<file path="src/rtl/mr_wb_pkg.sv">
// Shared widths and constants for the writeback stage and register file.
package mr_wb_pkg;
    localparam int XLEN        = 32;
    localparam int REGSEL_BITS = 5;
    localparam int NUM_REGS    = 1 << REGSEL_BITS;
    localparam int RETIRE_W    = 64;

    localparam logic [REGSEL_BITS-1:0] REG_ZERO = '0;

    typedef logic [XLEN-1:0]        xlen_t;
    typedef logic [REGSEL_BITS-1:0] regsel_t;
endpackage

</file>
<file path="src/rtl/mr_wb_if.sv">
// Writeback, decode-read and issue signals between the pipeline and mr_wb.
interface mr_wb_if;
    import mr_wb_pkg::*;

    // writeback from load/store
    logic                wb_write_i;
    xlen_t               wb_payload_i;
    regsel_t             wb_dst_reg_i;
    // decode read ports
    regsel_t             rd_a_sel_i;
    regsel_t             rd_b_sel_i;
    xlen_t               rd_a_o;
    xlen_t               rd_b_o;
    logic                rd_a_busy_o;
    logic                rd_b_busy_o;
    // decode issue claim
    logic                issue_valid_i;
    regsel_t             issue_dst_i;
    logic                issue_dst_busy_o;
    // statistics
    logic [RETIRE_W-1:0] retire_count_o;

    modport master (
        output wb_write_i, wb_payload_i, wb_dst_reg_i,
        output rd_a_sel_i, rd_b_sel_i, issue_valid_i, issue_dst_i,
        input  rd_a_o, rd_b_o, rd_a_busy_o, rd_b_busy_o,
        input  issue_dst_busy_o, retire_count_o
    );

    modport slave (
        input  wb_write_i, wb_payload_i, wb_dst_reg_i,
        input  rd_a_sel_i, rd_b_sel_i, issue_valid_i, issue_dst_i,
        output rd_a_o, rd_b_o, rd_a_busy_o, rd_b_busy_o,
        output issue_dst_busy_o, retire_count_o
    );
endinterface

</file>
<file path="src/rtl/mr_wb_scoreboard.sv">
// Per-register pending-writeback bits; a new claim beats a landing writeback.
module mr_scoreboard
    import mr_wb_pkg::*;
#(
    parameter bit BYPASS = 1'b1
) (
    input  logic    clk,
    input  logic    rst_n,
    input  logic    issue_valid,
    input  regsel_t issue_dst,
    input  logic    wb_write,
    input  regsel_t wb_dst,
    input  regsel_t sel_a,
    input  regsel_t sel_b,
    output logic    busy_a,
    output logic    busy_b,
    output logic    busy_issue
);
    logic [NUM_REGS-1:0] sb_q;
    logic [NUM_REGS-1:0] sb_d;

    // clear on writeback first, then set on issue so the claim wins; x0 never busy
    always_comb begin
        sb_d = sb_q;
        if (wb_write)
            sb_d[wb_dst] = 1'b0;
        if (issue_valid && issue_dst != REG_ZERO)
            sb_d[issue_dst] = 1'b1;
        sb_d[0] = 1'b0;
    end

    // scoreboard state
    always_ff @(posedge clk or negedge rst_n) begin
        if (!rst_n)
            sb_q <= '0;
        else
            sb_q <= sb_d;
    end

    // a writeback landing this cycle satisfies the dependency when forwarded
    function automatic logic busy_of(input regsel_t sel);
        if (BYPASS && wb_write && wb_dst == sel)
            return 1'b0;
        return sb_q[sel];
    endfunction

    assign busy_a     = busy_of(sel_a);
    assign busy_b     = busy_of(sel_b);
    assign busy_issue = busy_of(issue_dst);
endmodule

</file>
<file path="src/rtl/mr_wb.sv">
// Writeback stage: 31-entry register file, bypassed read ports, scoreboard, retire counter.
module mr_wb
    import mr_wb_pkg::*;
#(
    parameter bit BYPASS = 1'b1
) (
    input  logic    clk,
    input  logic    rst,
    mr_wb_if.slave  bus
);
    logic [1:0]          rst_sync_q;
    logic                rst_n_sync;
    xlen_t               regs_q [NUM_REGS];
    logic [RETIRE_W-1:0] retire_q;

    // assert asynchronously, release after two clean edges
    always_ff @(posedge clk or negedge rst) begin
        if (!rst)
            rst_sync_q <= '0;
        else
            rst_sync_q <= {rst_sync_q[0], 1'b1};
    end
    assign rst_n_sync = rst_sync_q[1];

    // commit writebacks; entry 0 stays at its reset value forever
    always_ff @(posedge clk or negedge rst_n_sync) begin
        if (!rst_n_sync) begin
            for (int i = 0; i < NUM_REGS; i++)
                regs_q[i] <= '0;
        end else if (bus.wb_write_i && bus.wb_dst_reg_i != REG_ZERO) begin
            regs_q[bus.wb_dst_reg_i] <= bus.wb_payload_i;
        end
    end

    // every writeback pulse retires, x0 included; wraps naturally
    always_ff @(posedge clk or negedge rst_n_sync) begin
        if (!rst_n_sync)
            retire_q <= '0;
        else if (bus.wb_write_i)
            retire_q <= retire_q + 1'b1;
    end

    function automatic xlen_t read_port(input regsel_t sel);
        if (sel == REG_ZERO)
            return '0;
        if (BYPASS && bus.wb_write_i && bus.wb_dst_reg_i == sel)
            return bus.wb_payload_i;
        return regs_q[sel];
    endfunction

    assign bus.rd_a_o         = read_port(bus.rd_a_sel_i);
    assign bus.rd_b_o         = read_port(bus.rd_b_sel_i);
    assign bus.retire_count_o = retire_q;

    mr_scoreboard #(.BYPASS(BYPASS)) u_sb (
        .clk         (clk),
        .rst_n       (rst_n_sync),
        .issue_valid (bus.issue_valid_i),
        .issue_dst   (bus.issue_dst_i),
        .wb_write    (bus.wb_write_i),
        .wb_dst      (bus.wb_dst_reg_i),
        .sel_a       (bus.rd_a_sel_i),
        .sel_b       (bus.rd_b_sel_i),
        .busy_a      (bus.rd_a_busy_o),
        .busy_b      (bus.rd_b_busy_o),
        .busy_issue  (bus.issue_dst_busy_o)
    );

`ifdef FORMAL
    // decode must never claim a register that is still pending
    always @(posedge clk) begin
        if (rst_n_sync)
            assert (!(bus.issue_valid_i && bus.issue_dst_busy_o));
    end
`endif
endmodule

</file>
<file path="src/flat_wrapper.sv">
// flat-port wrapper written by rule: the top's interface ports become plain ports
module mr_wb_flat import mr_wb_pkg::*;
#(
    parameter bit BYPASS = 1'b1
)
  (clk, rst, bus_wb_write_i, bus_wb_payload_i, bus_wb_dst_reg_i, bus_rd_a_sel_i, bus_rd_b_sel_i, bus_issue_valid_i, bus_issue_dst_i, bus_rd_a_o, bus_rd_b_o, bus_rd_a_busy_o, bus_rd_b_busy_o, bus_issue_dst_busy_o, bus_retire_count_o);
  mr_wb_if bus_i ();
  input  logic clk;
  input  logic rst;
  input wire logic [$bits(bus_i.wb_write_i)-1:0] bus_wb_write_i;
  input wire logic [$bits(bus_i.wb_payload_i)-1:0] bus_wb_payload_i;
  input wire logic [$bits(bus_i.wb_dst_reg_i)-1:0] bus_wb_dst_reg_i;
  input wire logic [$bits(bus_i.rd_a_sel_i)-1:0] bus_rd_a_sel_i;
  input wire logic [$bits(bus_i.rd_b_sel_i)-1:0] bus_rd_b_sel_i;
  input wire logic [$bits(bus_i.issue_valid_i)-1:0] bus_issue_valid_i;
  input wire logic [$bits(bus_i.issue_dst_i)-1:0] bus_issue_dst_i;
  output wire logic [$bits(bus_i.rd_a_o)-1:0] bus_rd_a_o;
  output wire logic [$bits(bus_i.rd_b_o)-1:0] bus_rd_b_o;
  output wire logic [$bits(bus_i.rd_a_busy_o)-1:0] bus_rd_a_busy_o;
  output wire logic [$bits(bus_i.rd_b_busy_o)-1:0] bus_rd_b_busy_o;
  output wire logic [$bits(bus_i.issue_dst_busy_o)-1:0] bus_issue_dst_busy_o;
  output wire logic [$bits(bus_i.retire_count_o)-1:0] bus_retire_count_o;
  assign bus_i.wb_write_i = bus_wb_write_i;
  assign bus_i.wb_payload_i = bus_wb_payload_i;
  assign bus_i.wb_dst_reg_i = bus_wb_dst_reg_i;
  assign bus_i.rd_a_sel_i = bus_rd_a_sel_i;
  assign bus_i.rd_b_sel_i = bus_rd_b_sel_i;
  assign bus_i.issue_valid_i = bus_issue_valid_i;
  assign bus_i.issue_dst_i = bus_issue_dst_i;
  assign bus_rd_a_o = bus_i.rd_a_o;
  assign bus_rd_b_o = bus_i.rd_b_o;
  assign bus_rd_a_busy_o = bus_i.rd_a_busy_o;
  assign bus_rd_b_busy_o = bus_i.rd_b_busy_o;
  assign bus_issue_dst_busy_o = bus_i.issue_dst_busy_o;
  assign bus_retire_count_o = bus_i.retire_count_o;
  mr_wb #(.BYPASS(BYPASS)) u_core (.clk(clk), .rst(rst), .bus(bus_i));
endmodule
</file>
<file path="config.mk">
export PLATFORM = sky130hd
export DESIGN_NAME = mr_wb_flat
export DESIGN_NICKNAME = d
export VERILOG_FILES = /design/src/rtl/mr_wb_pkg.sv /design/src/rtl/mr_wb_if.sv /design/src/rtl/mr_wb_scoreboard.sv /design/src/rtl/mr_wb.sv /design/src/flat_wrapper.sv
export SDC_FILE = /design/constraint.sdc
export NUM_CORES = 2
export LEC_CHECK = 0
export CORE_MARGIN = 5
export CORE_UTILIZATION = 60
export CTS_BUF_LIST = sky130_fd_sc_hd__clkbuf_8
export DETAILED_ROUTE_END_ITERATION = 10
export PLACE_DENSITY = 0.86
export SYNTH_ARGS = -nofsm -noshare
export SYNTH_HDL_FRONTEND = slang
export SYNTH_HIERARCHICAL = 1
export SYNTH_SLANG_ARGS = --single-unit
</file>
<file path="constraint.sdc">
create_clock -name clk -period 43.4 [get_ports clk]
set_clock_uncertainty 0.2 [all_clocks]
set_input_delay 4.34 -clock clk [delete_from_list [all_inputs] [get_ports clk]]
set_output_delay 4.34 -clock clk [all_outputs]
set_load 0.05 [all_outputs]
</file>
==> flow_summary.json <==
{
  "synth.cell_area_um2": 60090,
  "min_period_ps": 14200,
  "worstReg2RegEnd": "u_core/regs_q[846]",
  "drc": 0,
  "rsz0062_at_grt": "no",
  "critPathLaunchType": "input port",
  "clk_pin_slew_ps": 70,
  "vias": 42933,
  "synth_seq_cells": 1121,
  "io_buffers": 186,
  "track_usage_pct": 35.32,
  "firstDrtPassIters": 6,
  "via_per_inst": 7.493,
  "grt_pass1_vias": 43898,
  "postCtsSetupBuffers": 0,
  "gp_congestion": 0.8591,
  "ant_nets": 0,
  "finalNetCount": 4345,
  "cap_violations": 0,
  "grt_max_degree": 200,
  "r2r-start": "u_core/rst_sync_q[1]",
  "reg2reg_depth": 3,
  "final_common_cell": "dfrtp_1",
  "pin_count": 187,
  "crit_path_end_kind": "output port",
  "fin_crit_sh_pct": 32.71,
  "yosysUniqueCellTypes": 70,
  "crit_arrival_ps": 9660,
  "p_leak_nw": 28.85,
  "slew_headroom_pct": 7.706,
  "antenna_found_initial": 11,
  "worst_pin_slew_ps": 1384,
  "drive_above_1_share_pct": 42.12,
  "synthCells": 4271,
  "start_util_pct": 60.26,
  "layout_common_cells": "dfrtp_1, mux2_2, mux4_2",
  "synth_ff_type": "dfrtp_1",
  "drtIter0Drc": 6340,
  "max_freq_ghz": 0.07043,
  "die_w_um": 326.5,
  "numCtsBuffers": 181,
  "routed_wl_um": 191300,
  "cts_tree": "done",
  "dieArea_um2": 106600,
  "yosysSeqAreaShare_pct": 46.68,
  "synth_edf_count": 0,
  "root_buffer": "clkbuf_8",
  "dp_hpwl_um": 104600,
  "worst-path-max-fanout": 78,
  "finalSetupTns_ps": 0,
  "grt_pass1_wl_um": 283300,
  "insertion_delay_ps": 860,
  "clockBufferDepth": 3,
  "synth_warnings": 6,
  "whs_ps": 136.5,
  "slew_viol_final": 0,
  "peakVddDrop_uv": 36.27,
  "setup_viol": 0,
  "area_delta_synth_final_pct": 10.35,
  "post_drt_wl_per_cell_um": 33.39,
  "syn-num-nets": 4328,
  "cts_resized": 0,
  "avgSynthCellArea_um2": 14.07,
  "hold_violations": 0,
  "rows": 116,
  "cts.htree.levels": 4,
  "async_flop_share_pct": 100.0,
  "die_y_um": 326.5,
  "cp.required_ps": 38860,
  "rrSetupSlack_ps": 39570,
  "min_path_type": "reg -> async",
  "powerDensity_nw_per_um2": 45.30,
  "cts.sinks": 1121,
  "grt_overflow_total": 0,
  "setup.worst_path.class": "in -> out",
  "coreArea_um2": 99710,
  "outcome": "completed",
  "holdBufCountCts": 0
}
[critical path, cell delays in order]
cell and delay (ps):
buf_8 610, buf_4 620, buf_4 760, buf_4 770
mux4_2 600, a22o_1 250, a2111oi_0 470, a21oi_1 200
a22o_1 230, clkdlybuf4s50_1 700
[flip-flops by register name, indices dropped and copies added, names as in the netlist]
| name | count |
|---|---|
| u_core/bus.retire_count_o | 64 |
| u_core/regs_q | 1024 |
| u_core/rst_sync_q | 2 |
| u_core/u_sb/sb_q | 31 |
[power breakdown]
| part | leakage, nW | switching [mW] | internal, mW | total (mW) |
|---|---|---|---|---|
| sequential | 14.4 | 0.156 | 1.24 | 1.39 |
| clock | 2.15 | 0.444 | 0.503 | 0.947 |
| combinational | 12.3 | 0.307 | 0.357 | 0.663 |
[logic make-up after synthesis]
logic type | count (synthesis) | share of synthesized area [%]
AND/OR/NAND/NOR | 327 | 2.940
multiplexers | 1698 | 38.72
buffers and inverters | 477 | 3.690
other | 1 | 0.006241
XOR/XNOR | 88 | 1.283
adder cells (fa/ha/maj) | 1 | 0.02082
AO/OA/AOI/OAI | 558 | 6.659
flip-flops | 1121 | 46.68
[how the worst max path moves through the flow]
stage	slack, ps	from	cells past startpoint	endpoint
2_1_floorplan	9640	u_core/rst_sync_q[1]	0	u_core/bus.retire_count_o[0]
3_3_place_gp	29170	bus_rd_b_sel_i[0]	10	bus_rd_b_o[0]
3_5_place_dp	29140	bus_rd_b_sel_i[0]	10	bus_rd_b_o[0]
4_1_cts	29140	bus_rd_b_sel_i[0]	10	bus_rd_b_o[0]
5_1_grt	28880	bus_rd_b_sel_i[0]	10	bus_rd_b_o[0]
6_report	29200	bus_rd_b_sel_i[0]	10	bus_rd_b_o[0]
[synth_stat cells, types with 13 or more instances]
| cell | instances | area [um^2] |
|---|---|---|
| buf_6 | 19 | 214.0 |
| inv_1 | 15 | 56.30 |
| o22ai_1 | 38 | 237.7 |
| a221o_1 | 16 | 160.2 |
| xor2_1 | 31 | 271.5 |
| and3_1 | 18 | 112.6 |
| nor2b_1 | 13 | 81.33 |
| buf_2 | 99 | 495.5 |
| o21ai_0 | 88 | 440.4 |
| mux2i_1 | 282 | 2823 |
| a32oi_1 | 15 | 131.4 |
| a21oi_1 | 72 | 360.4 |
| a22oi_1 | 129 | 968.4 |
| a2111oi_0 | 20 | 175.2 |
| nand3b_1 | 17 | 127.6 |
| nor2_1 | 72 | 270.3 |
| mux2_2 | 1019 | 11470 |
| nand2_1 | 64 | 240.2 |
| a211oi_1 | 19 | 142.6 |
| buf_1 | 59 | 221.5 |
| mux4_2 | 390 | 8783 |
| nand3_1 | 45 | 225.2 |
| o221ai_1 | 38 | 332.8 |
| a22o_1 | 48 | 420.4 |
| xnor2_1 | 57 | 499.2 |
| buf_4 | 23 | 172.7 |
| dfrtp_1 | 1121 | 28050 |
| a221oi_1 | 24 | 210.2 |
| clkbuf_1 | 255 | 957.2 |
| nand4_1 | 24 | 150.1 |
[per-stage QoR]
stage	setup WS [ps]	power [mW]	instances	cell area, um^2	util [%]
after detailed placement	29140	2.049	5403	62540	62.72
final	29200	3.003	5730	66310	66.50
after global placement	29170	2.008	5403	62540	62.72
after global routing	28880	3.114	5729	66300	66.50
after floorplan	9639	1.864	4271	60090	-
after CTS	29140	2.994	5728	66300	66.49
[cell type report]
class | count | area, um^2
multi-input combinational | 2673 | 30070
clock buffer | 234 | 3221
antenna | 2 | 5.005
inverter | 15 | 56.30
timing repair buffer | 296 | 2729
sequential | 1121 | 28060
clock inverter | 91 | 541.8
fill | 6656 | 33400
tap | 1298 | 1624
[metal layers]
layer | GRT usage [%] | up-vias | wire length [um] | share of wire (%)
met5 | 0 | - | 66 | 0.034
li1 | - | 16555 | - | -
met2 | 52.76 | 3549 | 85910 | 45
met1 | 45.18 | 21933 | 65730 | 34
met3 | 12.00 | 884 | 26220 | 14
met4 | 21.03 | 12 | 13380 | 7.0
Note: power is estimated with default switching activity, not from simulation.
